**src/rtl/reg_wb_arbiter_pkg.sv**
```systemverilog
// Shared widths, requester encoding and helpers for the register-file
// write-back controller.
package reg_wb_arbiter_pkg;

    localparam int CPU_WIDTH      = 64;
    localparam int REG_ADDR_WIDTH = 5;
    localparam int REG_DATA_DEPTH = 32;

    localparam logic [7:0] WMASK_FULL = 8'hFF;
    localparam logic [7:0] WMASK_NONE = 8'h00;

    typedef logic [REG_ADDR_WIDTH-1:0] reg_addr_t;
    typedef logic [CPU_WIDTH-1:0]      reg_data_t;
    typedef logic [REG_DATA_DEPTH-1:0] busy_vec_t;

    // Requester index; also the round-robin preference encoding.
    typedef enum logic {
        WB_SRC_ALU = 1'b0,
        WB_SRC_LSU = 1'b1
    } wb_src_e;

    function automatic wb_src_e wb_src_other(input wb_src_e src);
        return (src == WB_SRC_ALU) ? WB_SRC_LSU : WB_SRC_ALU;
    endfunction

endpackage

```
**src/rtl/reg_wb_arbiter_if.sv**
```systemverilog
// Bundle of the write-back requests, scoreboard query/issue signals and the
// register-file write port seen by reg_wb_arbiter.
interface reg_wb_arbiter_if;
    import reg_wb_arbiter_pkg::*;

    logic      alu_wb_valid;
    logic      alu_wb_ready;
    reg_addr_t alu_wb_addr;
    reg_data_t alu_wb_data;

    logic      lsu_wb_valid;
    logic      lsu_wb_ready;
    reg_addr_t lsu_wb_addr;
    reg_data_t lsu_wb_data;

    logic      rf_busy;
    logic      issue_valid;
    reg_addr_t issue_rd;
    reg_addr_t rs1_addr;
    reg_addr_t rs2_addr;
    logic      rs1_hazard;
    logic      rs2_hazard;
    logic      flush;

    logic      reg_wen;
    reg_addr_t reg_waddr;
    reg_data_t reg_wdata;
    logic [7:0] wmask;

    // Pipeline side: drives requests and queries.
    modport master (
        output alu_wb_valid, alu_wb_addr, alu_wb_data,
        output lsu_wb_valid, lsu_wb_addr, lsu_wb_data,
        output rf_busy, issue_valid, issue_rd, rs1_addr, rs2_addr, flush,
        input  alu_wb_ready, lsu_wb_ready, rs1_hazard, rs2_hazard,
        input  reg_wen, reg_waddr, reg_wdata, wmask
    );

    // Controller side.
    modport slave (
        input  alu_wb_valid, alu_wb_addr, alu_wb_data,
        input  lsu_wb_valid, lsu_wb_addr, lsu_wb_data,
        input  rf_busy, issue_valid, issue_rd, rs1_addr, rs2_addr, flush,
        output alu_wb_ready, lsu_wb_ready, rs1_hazard, rs2_hazard,
        output reg_wen, reg_waddr, reg_wdata, wmask
    );

endinterface

```
**src/rtl/reg_wb_arbiter_scoreboard.sv**
```systemverilog
// Busy-bit scoreboard: one bit per architectural register, set on issue,
// cleared on commit, pruned on flush, with two combinational hazard ports.
module wb_scoreboard
    import reg_wb_arbiter_pkg::*;
(
    input  logic      clk,
    input  logic      rst_n,
    input  logic      i_set_valid,
    input  reg_addr_t i_set_addr,
    input  logic      i_clr_valid,
    input  reg_addr_t i_clr_addr,
    input  logic      i_flush,
    input  logic      i_keep_valid,
    input  reg_addr_t i_keep_addr,
    input  reg_addr_t i_rs1_addr,
    input  reg_addr_t i_rs2_addr,
    output logic      o_rs1_hazard,
    output logic      o_rs2_hazard
);

    busy_vec_t r_busy;
    busy_vec_t w_busy_next;
    busy_vec_t w_keep_mask;

    // NOTE: every variable gets a default at the top of always_comb, so no
    // path through the block can leave it unassigned and infer a latch.
    always_comb begin
        w_keep_mask              = '0;
        w_keep_mask[i_keep_addr] = i_keep_valid;
        w_busy_next              = r_busy;
        // Only the write still sitting in the output stage survives a flush.
        if (i_flush)
            w_busy_next = r_busy & w_keep_mask;
        if (i_clr_valid)
            w_busy_next[i_clr_addr] = 1'b0;
        // Applied after the clear: a newer producer of the same register wins.
        if (i_set_valid && !i_flush)
            w_busy_next[i_set_addr] = 1'b1;
        w_busy_next[0] = 1'b0;
    end

    // NOTE: sequential state uses non-blocking assignments so every flop
    // samples pre-edge values regardless of block ordering.
    always_ff @(posedge clk or negedge rst_n) begin
        if (!rst_n)
            r_busy <= '0;
        else
            r_busy <= w_busy_next;
    end

    assign o_rs1_hazard = r_busy[i_rs1_addr];
    assign o_rs2_hazard = r_busy[i_rs2_addr];

endmodule

```
**src/rtl/reg_wb_arbiter.sv**
```systemverilog
// Write-back controller: round-robin arbitration of ALU/LSU results into a
// one-entry output stage that drives the register-file write port.
module reg_wb_arbiter
    import reg_wb_arbiter_pkg::*;
(
    input  logic              clk,
    input  logic              rst_n,
    reg_wb_arbiter_if.slave   bus
);

    logic      r_out_valid;
    reg_addr_t r_out_addr;
    reg_data_t r_out_data;
    wb_src_e   r_rr;

    wb_src_e   w_rr_next;
    logic      w_can_accept;
    logic      w_alu_grant;
    logic      w_lsu_grant;
    logic      w_drain;
    logic      w_commit;
    reg_addr_t w_sel_addr;
    reg_data_t w_sel_data;

    assign w_can_accept = !r_out_valid || !bus.rf_busy;
    // An occupied stage empties when the file is free, x0 entries included.
    assign w_drain      = r_out_valid && !bus.rf_busy;
    assign w_commit     = w_drain && (r_out_addr != '0);

    always_comb begin
        w_alu_grant = 1'b0;
        w_lsu_grant = 1'b0;
        w_rr_next   = r_rr;
        if (!bus.flush && w_can_accept) begin
            if (bus.alu_wb_valid && bus.lsu_wb_valid) begin
                w_alu_grant = (r_rr == WB_SRC_ALU);
                w_lsu_grant = (r_rr == WB_SRC_LSU);
            end else begin
                w_alu_grant = bus.alu_wb_valid;
                w_lsu_grant = bus.lsu_wb_valid;
            end
        end
        if (w_alu_grant || w_lsu_grant)
            w_rr_next = wb_src_other(w_alu_grant ? WB_SRC_ALU : WB_SRC_LSU);
    end

    assign w_sel_addr = w_alu_grant ? bus.alu_wb_addr : bus.lsu_wb_addr;
    assign w_sel_data = w_alu_grant ? bus.alu_wb_data : bus.lsu_wb_data;

    always_ff @(posedge clk or negedge rst_n) begin
        if (!rst_n) begin
            r_rr        <= WB_SRC_ALU;
            r_out_valid <= 1'b0;
            r_out_addr  <= '0;
            r_out_data  <= '0;
        end else begin
            r_rr <= w_rr_next;
            if (w_alu_grant || w_lsu_grant) begin
                r_out_valid <= 1'b1;
                r_out_addr  <= w_sel_addr;
                r_out_data  <= w_sel_data;
            end else if (w_drain) begin
                r_out_valid <= 1'b0;
            end
        end
    end

    assign bus.alu_wb_ready = w_alu_grant;
    assign bus.lsu_wb_ready = w_lsu_grant;
    assign bus.reg_wen      = w_commit;
    assign bus.reg_waddr    = r_out_addr;
    assign bus.reg_wdata    = r_out_data;
    assign bus.wmask        = w_commit ? WMASK_FULL : WMASK_NONE;

    wb_scoreboard u_scoreboard (
        .clk          (clk),
        .rst_n        (rst_n),
        .i_set_valid  (bus.issue_valid && (bus.issue_rd != '0)),
        .i_set_addr   (bus.issue_rd),
        .i_clr_valid  (w_commit),
        .i_clr_addr   (r_out_addr),
        .i_flush      (bus.flush),
        .i_keep_valid (r_out_valid),
        .i_keep_addr  (r_out_addr),
        .i_rs1_addr   (bus.rs1_addr),
        .i_rs2_addr   (bus.rs2_addr),
        .o_rs1_hazard (bus.rs1_hazard),
        .o_rs2_hazard (bus.rs2_hazard)
    );

endmodule

```
**src/flat_wrapper.sv**
```systemverilog
// flat-port wrapper written by rule: the top's interface ports become plain ports
module reg_wb_arbiter_flat import reg_wb_arbiter_pkg::*;
  (clk, rst_n, bus_alu_wb_valid, bus_alu_wb_addr, bus_alu_wb_data, bus_lsu_wb_valid, bus_lsu_wb_addr, bus_lsu_wb_data, bus_rf_busy, bus_issue_valid, bus_issue_rd, bus_rs1_addr, bus_rs2_addr, bus_flush, bus_alu_wb_ready, bus_lsu_wb_ready, bus_rs1_hazard, bus_rs2_hazard, bus_reg_wen, bus_reg_waddr, bus_reg_wdata, bus_wmask);
  reg_wb_arbiter_if bus_i ();
  input  logic clk;
  input  logic rst_n;
  input wire logic [$bits(bus_i.alu_wb_valid)-1:0] bus_alu_wb_valid;
  input wire logic [$bits(bus_i.alu_wb_addr)-1:0] bus_alu_wb_addr;
  input wire logic [$bits(bus_i.alu_wb_data)-1:0] bus_alu_wb_data;
  input wire logic [$bits(bus_i.lsu_wb_valid)-1:0] bus_lsu_wb_valid;
  input wire logic [$bits(bus_i.lsu_wb_addr)-1:0] bus_lsu_wb_addr;
  input wire logic [$bits(bus_i.lsu_wb_data)-1:0] bus_lsu_wb_data;
  input wire logic [$bits(bus_i.rf_busy)-1:0] bus_rf_busy;
  input wire logic [$bits(bus_i.issue_valid)-1:0] bus_issue_valid;
  input wire logic [$bits(bus_i.issue_rd)-1:0] bus_issue_rd;
  input wire logic [$bits(bus_i.rs1_addr)-1:0] bus_rs1_addr;
  input wire logic [$bits(bus_i.rs2_addr)-1:0] bus_rs2_addr;
  input wire logic [$bits(bus_i.flush)-1:0] bus_flush;
  output wire logic [$bits(bus_i.alu_wb_ready)-1:0] bus_alu_wb_ready;
  output wire logic [$bits(bus_i.lsu_wb_ready)-1:0] bus_lsu_wb_ready;
  output wire logic [$bits(bus_i.rs1_hazard)-1:0] bus_rs1_hazard;
  output wire logic [$bits(bus_i.rs2_hazard)-1:0] bus_rs2_hazard;
  output wire logic [$bits(bus_i.reg_wen)-1:0] bus_reg_wen;
  output wire logic [$bits(bus_i.reg_waddr)-1:0] bus_reg_waddr;
  output wire logic [$bits(bus_i.reg_wdata)-1:0] bus_reg_wdata;
  output wire logic [$bits(bus_i.wmask)-1:0] bus_wmask;
  assign bus_i.alu_wb_valid = bus_alu_wb_valid;
  assign bus_i.alu_wb_addr = bus_alu_wb_addr;
  assign bus_i.alu_wb_data = bus_alu_wb_data;
  assign bus_i.lsu_wb_valid = bus_lsu_wb_valid;
  assign bus_i.lsu_wb_addr = bus_lsu_wb_addr;
  assign bus_i.lsu_wb_data = bus_lsu_wb_data;
  assign bus_i.rf_busy = bus_rf_busy;
  assign bus_i.issue_valid = bus_issue_valid;
  assign bus_i.issue_rd = bus_issue_rd;
  assign bus_i.rs1_addr = bus_rs1_addr;
  assign bus_i.rs2_addr = bus_rs2_addr;
  assign bus_i.flush = bus_flush;
  assign bus_alu_wb_ready = bus_i.alu_wb_ready;
  assign bus_lsu_wb_ready = bus_i.lsu_wb_ready;
  assign bus_rs1_hazard = bus_i.rs1_hazard;
  assign bus_rs2_hazard = bus_i.rs2_hazard;
  assign bus_reg_wen = bus_i.reg_wen;
  assign bus_reg_waddr = bus_i.reg_waddr;
  assign bus_reg_wdata = bus_i.reg_wdata;
  assign bus_wmask = bus_i.wmask;
  reg_wb_arbiter u_core (.clk(clk), .rst_n(rst_n), .bus(bus_i));
endmodule
```
**config.mk**
```make
export PLATFORM = sky130hd
export DESIGN_NAME = reg_wb_arbiter_flat
export DESIGN_NICKNAME = d
export VERILOG_FILES = /design/src/rtl/reg_wb_arbiter_pkg.sv /design/src/rtl/reg_wb_arbiter_if.sv /design/src/rtl/reg_wb_arbiter_scoreboard.sv /design/src/rtl/reg_wb_arbiter.sv /design/src/flat_wrapper.sv
export SDC_FILE = /design/constraint.sdc
export NUM_CORES = 1
export LEC_CHECK = 0
export ABC_AREA = 1
export BUFFER_PORTS_ARGS = -buffer_cell sky130_fd_sc_hd__buf_4
export CAP_MARGIN = 30
export CORE_UTILIZATION = 46
export DETAILED_ROUTE_END_ITERATION = 12
export PLACE_DENSITY = 0.76
export SETUP_SLACK_MARGIN = 0.1
export SYNTH_ARGS = -nofsm -noshare
export SYNTH_HDL_FRONTEND = slang
export SYNTH_HIERARCHICAL = 1
export SYNTH_SLANG_ARGS = --single-unit
export TNS_END_PERCENT = 20
```
**constraint.sdc**
```tcl
create_clock -name clk -period 2.08 [get_ports clk]
set_clock_uncertainty 0.1 [all_clocks]
set_input_delay 0.104 -clock clk [delete_from_list [all_inputs] [get_ports clk]]
set_output_delay 0.104 -clock clk [all_outputs]
set_load 0.005 [all_outputs]
```
Yosys cells after proc, flatten, opt, wreduce, memory -nomap -nowiden. Index checks and enable logic that the tools add are counted. Widths: inputs -> output; s select.

Flip-flop bits (word level): 102. Bits of input ports: 160. Logic and storage cells: 54.

Order comparisons: 6. Mux-type cells: 21. Bitwise logic cells: 6. Reductions and logical operators: 16.

Operators by type and width (number): $and 32x32->32 (3); $mux 32 (3); $mux 64 (1); $not 32->32 (1); $or 32x32->32 (1); $lt 5x6->1 const B (4); $mux 1 (11); $bmux 1 s5 (2); $demux 1 s5 (2); $ge 5x1->1 const B (2); $reduce_bool 5->1 (2); $logic_and 1x1->1 (8); $mux 8 (1); $mux 5 (1); $logic_not 1->1 (3); $logic_or 1x1->1 (2); $reduce_bool 2->1 (1); $not 1->1 (1).

Logic depth before layout (Yosys ltp).
Depth after elaboration: 11. Depth in mapped cells: 11. Mapped depth without buffers: 9.

Cells and area by module. The synthesis kept the hierarchy.

Modules (own cells, without submodules): reg_wb_arbiter (times used 1, cells an instance 622, area each 4149.0 µm², sequential area each 1776.7 µm²); wb_scoreboard (times used 1, cells an instance 344, area each 2293.4 µm², sequential area each 775.7 µm²).

Least setup slack after synthesis. No wires, ideal clock.

Path type: register to register. Start: register u_core.r_out_addr[2], in the netlist u_core/bus.reg_waddr[2]. End: register u_core.u_scoreboard.r_busy[15]. Setup time: 0.132 ns. Data arrival time: 1.522 ns. Setup slack: 0.326 ns. Cell stages (with the launch flop): 8. Path buffers: 0. Cells stage by stage: dfrtp_1 > nor3_1 > nand2_1 > nand3b_1 > inv_1 > nand3_1 > o211ai_1 > o21ai_0.

Elaborated cells on any way between the ends: 15. Those cells by class: order compare (2); mux (5); bitwise (5); reduce/logical (3).

RTL lines: start: declaration (RTL line reg_wb_arbiter.sv:12) `reg_addr_t r_out_addr;`; start signal: assignment (RTL line reg_wb_arbiter.sv:60) `r_out_addr <= w_sel_addr;`; $reduce_bool 5->1 * (RTL line reg_wb_arbiter.sv:28) `assign w_commit = w_drain && (r_out_addr != '0);`; $logic_and 1x1->1 * (RTL line reg_wb_arbiter.sv:28); named net bus_reg_wen (RTL line flat_wrapper.sv:23) `output wire logic [$bits(bus_i.reg_wen)-1:0] bus_reg_wen;`; $mux 32 * (RTL line reg_wb_arbiter_scoreboard.sv:34) `if (i_clr_valid)`; $or 32x32->32 (no source line); $mux 32 * (RTL line reg_wb_arbiter_scoreboard.sv:37) `if (i_set_valid && !i_flush)`; named net u_core.u_scoreboard.w_busy_next[15] (RTL line reg_wb_arbiter_scoreboard.sv:22) `busy_vec_t w_busy_next;`; end signal: assignment (RTL line reg_wb_arbiter_scoreboard.sv:48) `r_busy <= w_busy_next;`; end: declaration (RTL line reg_wb_arbiter_scoreboard.sv:21) `busy_vec_t r_busy;`.

Mark *: on every way through the listed nets, which the timed path passes. The rest lies on a longest branch. A chain may end at the register's enable or synchronous reset.

Worst setup path in the final report.
Start: register u_core.r_out_valid. End: output bus_alu_wb_ready.

Longest elaborated chain between the ends: 4.

Ends and longest elaborated chain: start: declaration (RTL line reg_wb_arbiter.sv:11) `logic r_out_valid;`; start signal: assignment (RTL line reg_wb_arbiter.sv:53) `r_out_valid <= 1'b0;`; start signal: assignment (RTL line reg_wb_arbiter.sv:59) `r_out_valid <= 1'b1;`; start signal: assignment (RTL line reg_wb_arbiter.sv:63) `r_out_valid <= 1'b0;`; $logic_not 1->1 (RTL line reg_wb_arbiter.sv:25) `assign w_can_accept = !r_out_valid || !bus.rf_busy;`; $logic_or 1x1->1 (RTL line reg_wb_arbiter.sv:25); $logic_and 1x1->1 (RTL line reg_wb_arbiter.sv:34) `if (!bus.flush && w_can_accept) begin`; $mux 1 (RTL line reg_wb_arbiter.sv:34); end: declaration (RTL line flat_wrapper.sv:19) `output wire logic [$bits(bus_i.alu_wb_ready)-1:0] bus_alu_wb_ready;`.

No other way between the ends.

==> impl_metrics.tcl <==
set metrics [dict create \
    setup_violations 0 \
    grt_max_degree 72 \
    drt_iter0_drc 746 \
    firstDrtPassIters 7 \
    yosysWarnings 6 \
    crit_fanout 71 \
    port_buffers 241 \
    antenna_found_initial 0 \
    gp_congestion 0.9283 \
    grt.total_usage_pct 35.17 \
    power.density_mw_per_mm2 655.3 \
    die-area_sq_mm 0.01448 \
    netlist_instances 966 \
    fin_util_pct 73.65 \
    rsz0062_at_grt "false" \
    place_inst 1346 \
    wl_mm 24.91 \
    critPathKind "flop to primary output" \
    final_max_slew_viol_count 0 \
    antenna_cells 0 \
    finalSetupTns_ns 0 \
    clock_latency_ns 0.33 \
    syn_area_sq_mm 0.006442 \
    vias_per_cell 5.406 \
    fmax_ghz 0.5346 \
    peakVddDrop_mv 0.5554 \
    nets 1467 \
    hold_viol 0 \
    synthesis.nets 1126 \
    hp-start "bus_alu_wb_data[40]" \
    grt_first_pass_wirelength_mm 39.83 \
    start_util_pct 47.89 \
    vias 8034 \
    finalCriticalPeriod_ns 1.870 \
    areaGrowthSynthToFinish_pct 53.80 \
    die_width_um 120.3 \
    power_w 0.006493 \
    critPathRequiredTime_ns 1.88 \
    crit_start "u_core/r_out_valid" \
    grt_pass1_vias 8009 \
    grt-ovfl-total 0 \
    cts.sink_count 102 \
    fp.dieH_um 120.3 \
    clockRootBuffer "clkbuf_16" \
    status "finished, final reports clean" \
    drc 0 \
    drtAntennaViolNets 0 \
    cts_made_buffers 9 \
    worst_ep_arrival_time_ns 1.67 \
    dp_hpwl_mm 15.06 \
    ios 242 \
    syn_avg_cell_area_sq_um 6.669 \
    drv_cap 0 \
    start_kind "flop" \
    coreArea_sq_mm 0.01345 \
    final_cells 1486 \
    cts_tree "done" \
    synth.distinct_cells 21 \
    ys_seq_elements 102 \
    clockBufferDepth 2 \
    worst_pin_slew_ns 0.4965 \
    cts.clk_slew.worst_paths_ns 0.07 \
    holdWs_ns 0.02290 \
    htreeDepth 3 \
    finalCritPeriodShare_pct 89.92 \
    ys_seq_area_share_pct 39.62 \
    critPathCaptureType "primary output" \
    drive_above_1_share_pct 22.14 \
    worstHoldPathType "input port to flop" \
    reg2reg_from "u_core/bus.reg_waddr[4]" \
    wl_per_cell_um 16.76 \
    num_rows 42 \
    slew_headroom_pct 66.90 \
    power.leakage_nw 5.504 \
]
-- stage by stage --
stage                     cell area (sq um)  setup slack, ns
final                                  9908           0.2096
after global routing                   9908           0.1152
after CTS                              9906           0.2083
after detailed placement               8329           0.3608
after global placement                 8329           0.4101
after floorplan                        6442           0.3262
-- synth_stat cells --
library cell	n	area share (%)
nand2_2	1	0.097
dfrtp_1	102	40
o211ai_1	11	1.3
clkbuf_4	2	0.23
nor3_1	3	0.23
nor3_2	5	0.78
o21ai_0	44	3.4
inv_1	176	10
nand3b_1	1	0.12
o22ai_1	20	1.9
nand3_1	216	17
inv_2	7	0.41
buf_2	22	1.7
a21oi_4	2	0.50
a21oi_1	21	1.6
nor2_2	2	0.19
nand2_1	297	17
buf_4	18	2.1
clkbuf_1	8	0.47
nor2_1	4	0.23
buf_6	4	0.70
-- timing repair --
item,in CTS,in global routing
setup endpoints to repair,1,1
gates resized for setup,1,1
setup buffers,0,0
endpoints found under the hold margin,171,0
pin swaps,0,0
hold buffers,126,0
-- layout by cell type (no fill, tap or decap) --
master and count:
clkinv_2 1, a21oi_1 21, nor2_1 4, nor3_1 3
nor3_2 5, o21ai_0 44, nand3_1 216, nand2_1 296
clkinvlp_4 1, a21oi_4 2, dfrtp_1 102, nand2_2 2
buf_4 252, dlygate4sd3_1 126, inv_2 7, clkbuf_16 9
nor2_2 2, bufinv_16 2, o211ai_1 11, clkbuf_8 2
buf_12 5, nand3b_1 1, o22ai_1 20, inv_1 176
-- worst paths after layout --
kind,end,slack (ns),cells past startpoint
min reg2reg,u_core/bus.reg_wdata[38],0.39,2
max in group asynchronous,u_core/u_scoreboard/r_busy[12],1.07,3
max,bus_alu_wb_ready,0.21,5
min,u_core/bus.reg_wdata[40],0.02,5
min in group asynchronous,u_core/bus.reg_wdata[9],0.08,2
max reg2reg,u_core/u_scoreboard/r_busy[3],0.35,7
-- final cells by class --
cell class,count,area [sq um]
inverter,183,686.9
clock inverter,4,72.57
timing repair buffer,384,3267
sequential,102,2552
fill,962,3545
multi-input combinational,627,2870
tap,176,220.2
clock buffer,10,239.0
-- cell families (layout without fill, tap and decap cells) --
family / count (synthesis) / after routing / share of synthesized area, %
compound gates: 98 / 98 / 8.778
buf+inv: 237 / 581 / 15.87
flops: 102 / 102 / 39.62
simple gates: 529 / 529 / 35.74
-- critical path: stages (launching register included) --
cell	delay [ns]
dfrtp_1	0.45
a21oi_4	0.22
nand2_2	0.06
clkbuf_8	0.31
inv_1	0.13
buf_4	0.12
-- report_power, final --
part | internal (W) | total, W | leakage, nW | switching [W]
combinational | 0.00107 | 0.00224 | 4.06 | 0.00117
clock | 0.00107 | 0.00178 | 0.150 | 0.000711
sequential | 0.00227 | 0.00247 | 1.30 | 0.000201
total | 0.00441 | 0.00649 | 5.50 | 0.00208
-- flip-flops by register name, indices dropped and copies added (netlist names) --
name and flops:
u_core/r_out_valid 1, u_core/u_scoreboard/r_busy 31, u_core/bus.reg_waddr 5, u_core/bus.reg_wdata 64
u_core/r_rr 1
-- layer usage --
layer	routed length, um	vias up	track usage [%]
met4	1666	0	22.61
met1	9069	3672	40.76
met3	2252	133	8.396
li1	-	3715	-
met2	11920	514	58.26
met5	0	-	0
Note: power is estimated with default switching activity, not from simulation.
